===== config.mk =====
export PLATFORM = sky130hd
export DESIGN_NAME = morse_key_classifier_flat
export DESIGN_NICKNAME = d
export VERILOG_FILES = /design/src/rtl/morse_key_classifier_pkg.sv /design/src/rtl/morse_key_classifier_if.sv /design/src/rtl/morse_key_debouncer.sv /design/src/rtl/morse_key_classifier.sv /design/src/flat_wrapper.sv
export SDC_FILE = /design/constraint.sdc
export NUM_CORES = 1
export LEC_CHECK = 0
export ABC_AREA = 1
export BUFFER_PORTS_ARGS = -buffer_cell sky130_fd_sc_hd__buf_2
export CORE_MARGIN = 2
export CORE_UTILIZATION = 33
export CTS_CLUSTER_SIZE = 14
export DETAILED_ROUTE_END_ITERATION = 12
export GPL_TIMING_DRIVEN = 0
export MAX_ROUTING_LAYER = met4
export PLACE_DENSITY = 0.52
export SLEW_MARGIN = 40
export SYNTH_ARGS = -nofsm -noshare
export SYNTH_HDL_FRONTEND = slang
export SYNTH_HIERARCHICAL = 1
export SYNTH_SLANG_ARGS = --single-unit

===== constraint.sdc =====
create_clock -name clock -period 1.4 [get_ports clock]
set_input_delay 0.21 -clock clock [delete_from_list [all_inputs] [get_ports clock]]
set_output_delay 0.21 -clock clock [all_outputs]
set_load 0.02 [all_outputs]

===== src/rtl/morse_key_classifier_pkg.sv =====
// morse_pkg: shared types and constants for the Morse key classifier.
//   state_t     - classifier FSM states
//   KEY_PRESSED - level of the key input when the key is down
//   strobe_t    - bundle of one-cycle symbol/gap load strobes
package morse_pkg;

  typedef enum logic [1:0] {
    S_WAIT_REL,
    S_IDLE,
    S_PRESS,
    S_GAP
  } state_t;

  localparam logic KEY_PRESSED = 1'b0;

  typedef struct packed {
    logic dot;
    logic line;
    logic err;
    logic char_gap;
    logic word_gap;
  } strobe_t;

endpackage


===== src/rtl/morse_key_classifier_if.sv =====
// morse_key_if: strobe bundle from the key classifier to the symbol
// shift/decode datapath.
//   ld_dot, ld_line, ld_err      - one-cycle symbol classification strobes
//   ld_char_gap, ld_word_gap     - one-cycle gap strobes
//   busy                         - classifier is timing a press or a gap
// modport master: classifier side (drives). modport slave: datapath side.
interface morse_key_if;
  logic ld_dot;
  logic ld_line;
  logic ld_err;
  logic ld_char_gap;
  logic ld_word_gap;
  logic busy;

  modport master (
    output ld_dot, ld_line, ld_err, ld_char_gap, ld_word_gap, busy
  );

  modport slave (
    input ld_dot, ld_line, ld_err, ld_char_gap, ld_word_gap, busy
  );
endinterface


===== src/rtl/morse_key_debouncer.sv =====
// morse_key_debouncer: 2-flop synchroniser followed by a tick-sampled
// stability filter. Built only when MORSE_KEY_DEBOUNCE_EN is defined.
//   clock, resetn - clock and synchronous active-low reset
//   tick_en       - sample strobe for the stability filter
//   key_raw       - asynchronous key input (active low)
//   key_filt      - filtered key, changes after DB_TICKS equal samples
module morse_key_debouncer
  import morse_pkg::*;
#(
  parameter int DB_TICKS = 3
) (
  input  logic clock,
  input  logic resetn,
  input  logic tick_en,
  input  logic key_raw,
  output logic key_filt
);

  localparam int RUN_W = (DB_TICKS < 2) ? 1 : $clog2(DB_TICKS + 1);
  localparam logic [RUN_W-1:0] RUN_LAST = RUN_W'(DB_TICKS - 1);

  logic [1:0]       sync;
  logic [RUN_W-1:0] run;

  always_ff @(posedge clock) begin
    if (!resetn) begin
      sync     <= {2{~KEY_PRESSED}};
      key_filt <= ~KEY_PRESSED;
      run      <= '0;
    end else begin
      sync <= {sync[0], key_raw};
      if (tick_en) begin
        // run counts consecutive samples that disagree with key_filt
        if (sync[1] == key_filt) begin
          run <= '0;
        end else if (run == RUN_LAST) begin
          key_filt <= sync[1];
          run      <= '0;
        end else begin
          run <= run + 1'b1;
        end
      end
    end
  end

endmodule


===== src/rtl/morse_key_classifier.sv =====
// morse_key_classifier: times key presses and released intervals on a tick
// strobe and emits registered one-cycle strobes for dot, line, error,
// character gap and word gap.
//   clock, resetn - clock and synchronous active-low reset
//   tick_en       - sample strobe; FSM and counter advance only when high
//   input_in      - key input, active low
//   sym           - strobe bundle to the datapath (morse_key_if.master)
// Optional: define MORSE_KEY_DEBOUNCE_EN to insert the synchroniser and
// stability filter (morse_key_debouncer) in front of the FSM.
//
// state      | meaning
// S_WAIT_REL | key must be seen released before anything is timed
// S_IDLE     | key up, no gap being timed
// S_PRESS    | key down, cnt = ticks pressed (saturates at LINE_MAX+1)
// S_GAP      | key up after a symbol, cnt = released ticks so far
module morse_key_classifier
  import morse_pkg::*;
#(
  parameter int CNT_W    = 8,
  parameter int DOT_MAX  = 2,
  parameter int LINE_MAX = 6,
  parameter int CHAR_GAP = 3,
  parameter int WORD_GAP = 7,
  parameter int DB_TICKS = 3
) (
  input  logic        clock,
  input  logic        resetn,
  input  logic        tick_en,
  input  logic        input_in,
  morse_key_if.master sym
);

  localparam logic [CNT_W-1:0] DOT_C   = CNT_W'(DOT_MAX);
  localparam logic [CNT_W-1:0] LINE_C  = CNT_W'(LINE_MAX);
  localparam logic [CNT_W-1:0] SAT_C   = CNT_W'(LINE_MAX + 1);
  localparam logic [CNT_W-1:0] CHAR_C  = CNT_W'(CHAR_GAP);
  localparam logic [CNT_W-1:0] WORD_C  = CNT_W'(WORD_GAP);
  localparam logic [CNT_W-1:0] ONE_C   = CNT_W'(1);

  generate
    if (DOT_MAX < 1 || LINE_MAX <= DOT_MAX || LINE_MAX >= (1 << CNT_W) - 1 ||
        WORD_GAP <= CHAR_GAP || WORD_GAP >= (1 << CNT_W) - 1 || DB_TICKS < 1)
    begin : g_bad_params
      $error("morse_key_classifier: illegal parameter combination");
    end
  endgenerate

  logic key_s;

`ifdef MORSE_KEY_DEBOUNCE_EN
  morse_key_debouncer #(
    .DB_TICKS (DB_TICKS)
  ) u_debouncer (
    .clock    (clock),
    .resetn   (resetn),
    .tick_en  (tick_en),
    .key_raw  (input_in),
    .key_filt (key_s)
  );
`else
  assign key_s = input_in;
`endif

  logic pressed;
  assign pressed = (key_s == KEY_PRESSED);

  state_t           state, state_n;
  logic [CNT_W-1:0] cnt, cnt_n;
  strobe_t          str, str_n;

  always_ff @(posedge clock) begin
    if (!resetn) begin
      state <= S_WAIT_REL;
      cnt   <= '0;
      str   <= '0;
    end else begin
      state <= state_n;
      cnt   <= cnt_n;
      str   <= str_n;
    end
  end

  always_comb begin
    state_n = state;
    cnt_n   = cnt;
    str_n   = '0;
    if (tick_en) begin
      case (state)
        S_WAIT_REL: begin
          if (!pressed) state_n = S_IDLE;
        end
        S_IDLE: begin
          if (pressed) begin
            cnt_n   = ONE_C;
            state_n = S_PRESS;
          end
        end
        S_PRESS: begin
          if (pressed) begin
            if (cnt < SAT_C) cnt_n = cnt + 1'b1;
          end else if (cnt <= DOT_C) begin
            str_n.dot = 1'b1;
            cnt_n     = ONE_C;
            state_n   = S_GAP;
          end else if (cnt <= LINE_C) begin
            str_n.line = 1'b1;
            cnt_n      = ONE_C;
            state_n    = S_GAP;
          end else begin
            str_n.err = 1'b1;
            state_n   = S_IDLE;
          end
        end
        S_GAP: begin
          // a press abandons the gap even on a threshold tick
          if (pressed) begin
            cnt_n   = ONE_C;
            state_n = S_PRESS;
          end else begin
            cnt_n = cnt + 1'b1;
            if (cnt_n == CHAR_C) str_n.char_gap = 1'b1;
            if (cnt_n == WORD_C) begin
              str_n.word_gap = 1'b1;
              state_n        = S_IDLE;
            end
          end
        end
        default: state_n = S_WAIT_REL;
      endcase
    end
  end

  assign sym.ld_dot      = str.dot;
  assign sym.ld_line     = str.line;
  assign sym.ld_err      = str.err;
  assign sym.ld_char_gap = str.char_gap;
  assign sym.ld_word_gap = str.word_gap;
  assign sym.busy        = (state == S_PRESS) || (state == S_GAP);

endmodule


===== src/flat_wrapper.sv =====
// flat-port wrapper written by rule: the top's interface ports become plain ports
module morse_key_classifier_flat import morse_pkg::*;
#(
  parameter int CNT_W    = 8,
  parameter int DOT_MAX  = 2,
  parameter int LINE_MAX = 6,
  parameter int CHAR_GAP = 3,
  parameter int WORD_GAP = 7,
  parameter int DB_TICKS = 3
)
  (clock, resetn, tick_en, input_in, sym_ld_dot, sym_ld_line, sym_ld_err, sym_ld_char_gap, sym_ld_word_gap, sym_busy);
  morse_key_if sym_i ();
  input  logic clock;
  input  logic resetn;
  input  logic tick_en;
  input  logic input_in;
  output wire logic [$bits(sym_i.ld_dot)-1:0] sym_ld_dot;
  output wire logic [$bits(sym_i.ld_line)-1:0] sym_ld_line;
  output wire logic [$bits(sym_i.ld_err)-1:0] sym_ld_err;
  output wire logic [$bits(sym_i.ld_char_gap)-1:0] sym_ld_char_gap;
  output wire logic [$bits(sym_i.ld_word_gap)-1:0] sym_ld_word_gap;
  output wire logic [$bits(sym_i.busy)-1:0] sym_busy;
  assign sym_ld_dot = sym_i.ld_dot;
  assign sym_ld_line = sym_i.ld_line;
  assign sym_ld_err = sym_i.ld_err;
  assign sym_ld_char_gap = sym_i.ld_char_gap;
  assign sym_ld_word_gap = sym_i.ld_word_gap;
  assign sym_busy = sym_i.busy;
  morse_key_classifier #(.CNT_W(CNT_W), .DOT_MAX(DOT_MAX), .LINE_MAX(LINE_MAX), .CHAR_GAP(CHAR_GAP), .WORD_GAP(WORD_GAP), .DB_TICKS(DB_TICKS)) u_core (.clock(clock), .resetn(resetn), .tick_en(tick_en), .input_in(input_in), .sym(sym_i));
endmodule

Yosys cells after proc, flatten, opt, wreduce, memory -nomap -nowiden. Cells that the tools add are included.

Flip-flop bits (word level): 15. Bits of input ports: 4. Output and inout bits: 6. Logic and storage cells: 54.

Add/subtract/negate cells: 1. Order comparisons: 3. Equality and inequality tests: 11. Mux-type cells: 20. Bitwise operators: 4. Reductions and logical operators: 8.

Operator list (count): $mux W8 (6); $pmux W8 S3 (1); $mux W2 (7); $reduce_and A5 Y1 (2); $add A8 B1 Y8 const B (1); $eq A8 B2 Y1 const B (1); $eq A8 B3 Y1 const B (1); $le A8 B2 Y1 const B (1); $le A8 B3 Y1 const B (1); $lt A8 B3 Y1 const B (1); $pmux W2 S4 (1); $reduce_and A4 Y1 (2); $ne A2 B2 Y1 const B (3); $ne A3 B2 Y1 const B (2); $mux W1 (5); $reduce_or A5 Y1 (1); $eq A2 B2 Y1 const B (2); $ne A4 B2 Y1 const B (1); $not A1 Y1 (4); $reduce_bool A3 Y1 (1); $eq A2 B1 Y1 const B (1); $logic_not A2 Y1 (1); $logic_or A1 B1 Y1 (1).

Longest topological paths before layout.
Depth after elaboration: 5. Depth in mapped cells: 11. Depth with buffers taken out: 11.

Worst setup path after synthesis. Ideal clock, no wire load.

Path type: register -> register. Start point: register u_core.cnt[1]. End point: register u_core.state[1]. Library setup time: 0.115 ns. Data arrival time: 1.373 ns. Slack: -0.088 ns. Cell stages (with the launch flop): 11. Period minus slack after synthesis: 1.488 ns. Cell sequence: dfxtp_1 -> ha_1 -> nand3_2 -> o21ai_1 -> nand2_2 -> nor2_4 -> nand4_2 -> nand2_2 -> nand3_1 -> nand2_1 -> nor2_1.

Word-level cells in the longest chain between the ends: 5. Elaborated cells between the ends (all ways): 10.

RTL lines: start, declared (RTL line morse_key_classifier.sv:68) `logic [CNT_W-1:0] cnt, cnt_n;`; start signal, assigned (RTL line morse_key_classifier.sv:78) `cnt <= cnt_n;`; parallel branches: the longest is 5 deep, another holds $add A8 B1 Y8; end signal, assigned (RTL line morse_key_classifier.sv:77) `state <= state_n;`; end, declared (RTL line morse_key_classifier.sv:67) `state_t state, state_n;`.

Several ways; the timed one is not identified. The select of a mux whose other input is x is not followed. A chain may end at the register's enable or synchronous reset.

Final worst setup path.
Start point: register u_core.cnt[0]. End point: register u_core.cnt[1].

Word-level cells in the longest chain between the ends: 4. Elaborated cells between the ends (all ways): 12.

RTL lines: $add A8 B1 Y8 / $le A8 B2 Y1 (equally long branches) (RTL line morse_key_classifier.sv:100, morse_key_classifier.sv:120, morse_key_classifier.sv:101); $mux W8 (on tied branches) (RTL line morse_key_classifier.sv:100, morse_key_classifier.sv:101); $mux W8 (RTL line morse_key_classifier.sv:99) `if (pressed) begin`; $pmux W8 S3 (RTL line morse_key_classifier.sv:88) `case (state)`.

Parallel ways exist; a longest one is shown, timed or not. The select of a mux whose other input is x is not followed.

==> impl_metrics.toml <==
[run_status]
status = "finished, violations left"
violations = "setup timing"

[critical_path]
cp_max_fo = 10
endpoint_kind = "flop"
required_ps = 1570
crit_type = "flop to flop"
crit_slowest_cell = "dfxtp_4"
crit_chain = "buf_6, nand3_4, nand4_1, nand2_1, nand2_2, nor2_8, o21ai_1, o21ai_1, nor2_1"
worst_path_most_repeated_cell = "o21ai_1"
max_stage_delay_ps = 380
start_kind = "flop"
worstPathArrival_ps = 1620

[routing]
wl_per_cell_microns = 11.4
routed_wl_microns = 2080
drtIter0Drc = 21
firstDrtPassIters = 4
vias_per_cell = 4.75
drc = 0
ant_nets = 0
num_vias = 869

[timing]
fmax_ghz = 0.688
hold_viol_final = 0
finalCritPeriodShare_pct = 104
whs_ps = 182
maxSlewHeadroom_pct = 81.1
finalWorstSetupSlack_ps = -53.2
rsz0062_at_grt = "true"
worst_pin_slew_ps = 283
min_period_ps = 1450
fin_skew_ps = 0.705
setup_violations = 10
timing.final.max_slew_violations = 0

[clocking]
cts.sinks = 15
cts_buffer_depth = 2
cts_tree = "yes"
cts-root-buf = "clkbuf_4"
clkLatencyLatePin_ps = 280
cts_buffers = 3
cts.reportedPaths.clkPinSlew_ps = 100
htree_levels = 1

[floorplanning]
die_h_microns = 56.4
io_pins = 10
die_w_microns = 56.4
row_count = 18
core_sq_um = 2540
dieArea_sq_um = 3180
initial_utilization_pct = 35.5

[synthesis]
synth_cells = 129
synth_most_common_cell = "nand2_1"
synth_warnings = 6
yosys.area.top_type_share_pct = 33.2
synth_area_sq_um = 905
synth-xor-area-share_pct = 1.94
synth_top_family_by_area = "simple AND/OR/NAND/NOR gates"
synth-compound-area-share_pct = 13.0
yosys.area_share.adder_pct = 4.15
synth_common_cells = "nand2_1 (29), inv_1 (16), dfxtp_1 (15), nor2_1 (14), nand3_1 (10)"
synth_area_per_cell_sq_um = 7.01
ys_seq_area_share_pct = 33.2
ys_seq_elements = 15
synth_cell_type_count = 26
synth_top_area_cell = "dfxtp_1"
synth_flop_cell = "dfxtp_1"
muxShareOfSynthArea_pct = 0
synth_area_leaders = "dfxtp_1 (33%), nand2_1 (12%), inv_1 (6.6%), nor2_1 (5.8%), nand3_1 (5.5%)"
async_flop_share_pct = 0
synth_edf_count = 0
syn-num-nets = 136
synthSimpleGateAreaFrac_pct = 40.0

[layout]
final_area_sq_um = 1210
final_util_pct = 47.7
drive_above_1_share_pct = 37.9
final_nets = 161
syn2layout_area_growth_pct = 34.2
antenna_cells = 0

[global_routing]
grt_antenna_before_repair = 0
grtUsageTotal_pct = 15.2
grt_pass1_wl_microns = 3680
grt_overflow = 0
grt_max_degree = 11
grt_pass1_vias = 778

[placement]
dpl_cell_area_sq_um = 995
gp_congestion = 0.866
port_buffers = 9
dp.final_hpwl_microns = 1510

[power_and_ir_drop]
ir_worst_vdd_mv = 0.516
p_leak_nw = 0.557
powerDensity_nw_per_um2 = 697

[job]
cap_violations = 0

[worst_hold_path]
worstHoldPathType = "input port to flop"
==> worst paths after layout <==
check / from / to / slack [ps] / cells after the start
setup / recovery: u_core/cnt[0]$_SDFFE_PN0P_ / u_core/cnt[1]$_SDFFE_PN0P_ / -50 / 9
hold / removal: resetn / u_core/state[1]$_SDFFE_PN0P_ / 180 / 3
setup reg to reg: u_core/cnt[0]$_SDFFE_PN0P_ / u_core/cnt[1]$_SDFFE_PN0P_ / -50 / 9
hold reg to reg: u_core/cnt[4]$_SDFFE_PN0P_ / u_core/cnt[4]$_SDFFE_PN0P_ / 520 / 2
==> cells by family after synthesis <==
family	after synthesis
buf+inv	18
xor+xnor	2
flops	15
simple gates	72
fa+ha+maj	3
compound gates	19
==> final cells by class <==
type / instances / area (sq um)
Buffer: 1 / 3.75
Clock buffer: 3 / 22.5
Clock inverter: 1 / 5.00
Fill cell: 266 / 1330
Inverter: 17 / 66.3
Multi-Input combinational cell: 96 / 623
Sequential cell: 15 / 317
Tap cell: 30 / 37.5
Timing Repair Buffer: 20 / 139
==> report_power, final <==
group / switching (mW) / internal (mW)
combinational: 0.0857 / 0.0569
sequential: 0.0159 / 0.432
clock: 0.149 / 0.106
==> state kept, by name, indices dropped and copies added (netlist names) <==
signal	cells
u_core/sym.ld_char_gap	1
u_core/cnt	8
u_core/sym.ld_err	1
u_core/sym.ld_word_gap	1
u_core/state	2
u_core/sym.ld_line	1
u_core/sym.ld_dot	1
==> critical path: cells and delay by family (launching register included) <==
kind	cells	cell delay [ps]
AOI/OAI and AO/OA	2	170
buffers and inverters	1	120
DFF	1	380
and+or+nand+nor	6	670
==> cells in the final DEF, fill, tap and decap left out, types with 2 or more instances in the layout <==
cell / instances
buf_6: 3
nor2_2: 4
o21ai_1: 3
o21ai_0: 2
a21oi_2: 2
clkbuf_4: 3
dfxtp_4: 4
nand3_4: 2
nand2_2: 5
a21oi_1: 8
nor4_2: 2
buf_2: 9
buf_4: 8
nand3_1: 9
dfxtp_1: 10
ha_1: 2
nand2_1: 27
nor2_1: 12
inv_1: 15
nor2_4: 3
nand4_1: 3
==> through the flow <==
| step | TNS, ps | power [mW] | cells | worst slack [ps] |
|---|---|---|---|---|
| 4_1_cts | -400 | 0.862 | 181 | -58.4 |
| 3_3_place_gp | -945 | 0.574 | 168 | -169 |
| 5_1_grt | -1460 | 0.904 | 183 | -168 |
| 2_1_floorplan | 0 | 0.545 | 129 | 4.46 |
| 3_5_place_dp | -986 | 0.574 | 168 | -150 |
| 6_report | -340 | 0.845 | 183 | -53.2 |
==> metal layers <==
metal	track usage (%)	up-vias	routed length [microns]
met5	-	-	0
met4	6.12	0	15
met3	2.07	2	70
met2	22.5	11	982
met1	20.8	390	1010
li1	-	466	-
==> repair_timing <==
action	in CTS	in global routing
endpoints found under the hold margin	0	0
setup endpoints to repair	12	14
hold buffers	0	0
setup buffers	9	2
gates cloned	0	0
gates resized for setup	20	7
pin swaps	13	7
Note: power is estimated with default switching activity, not from simulation.
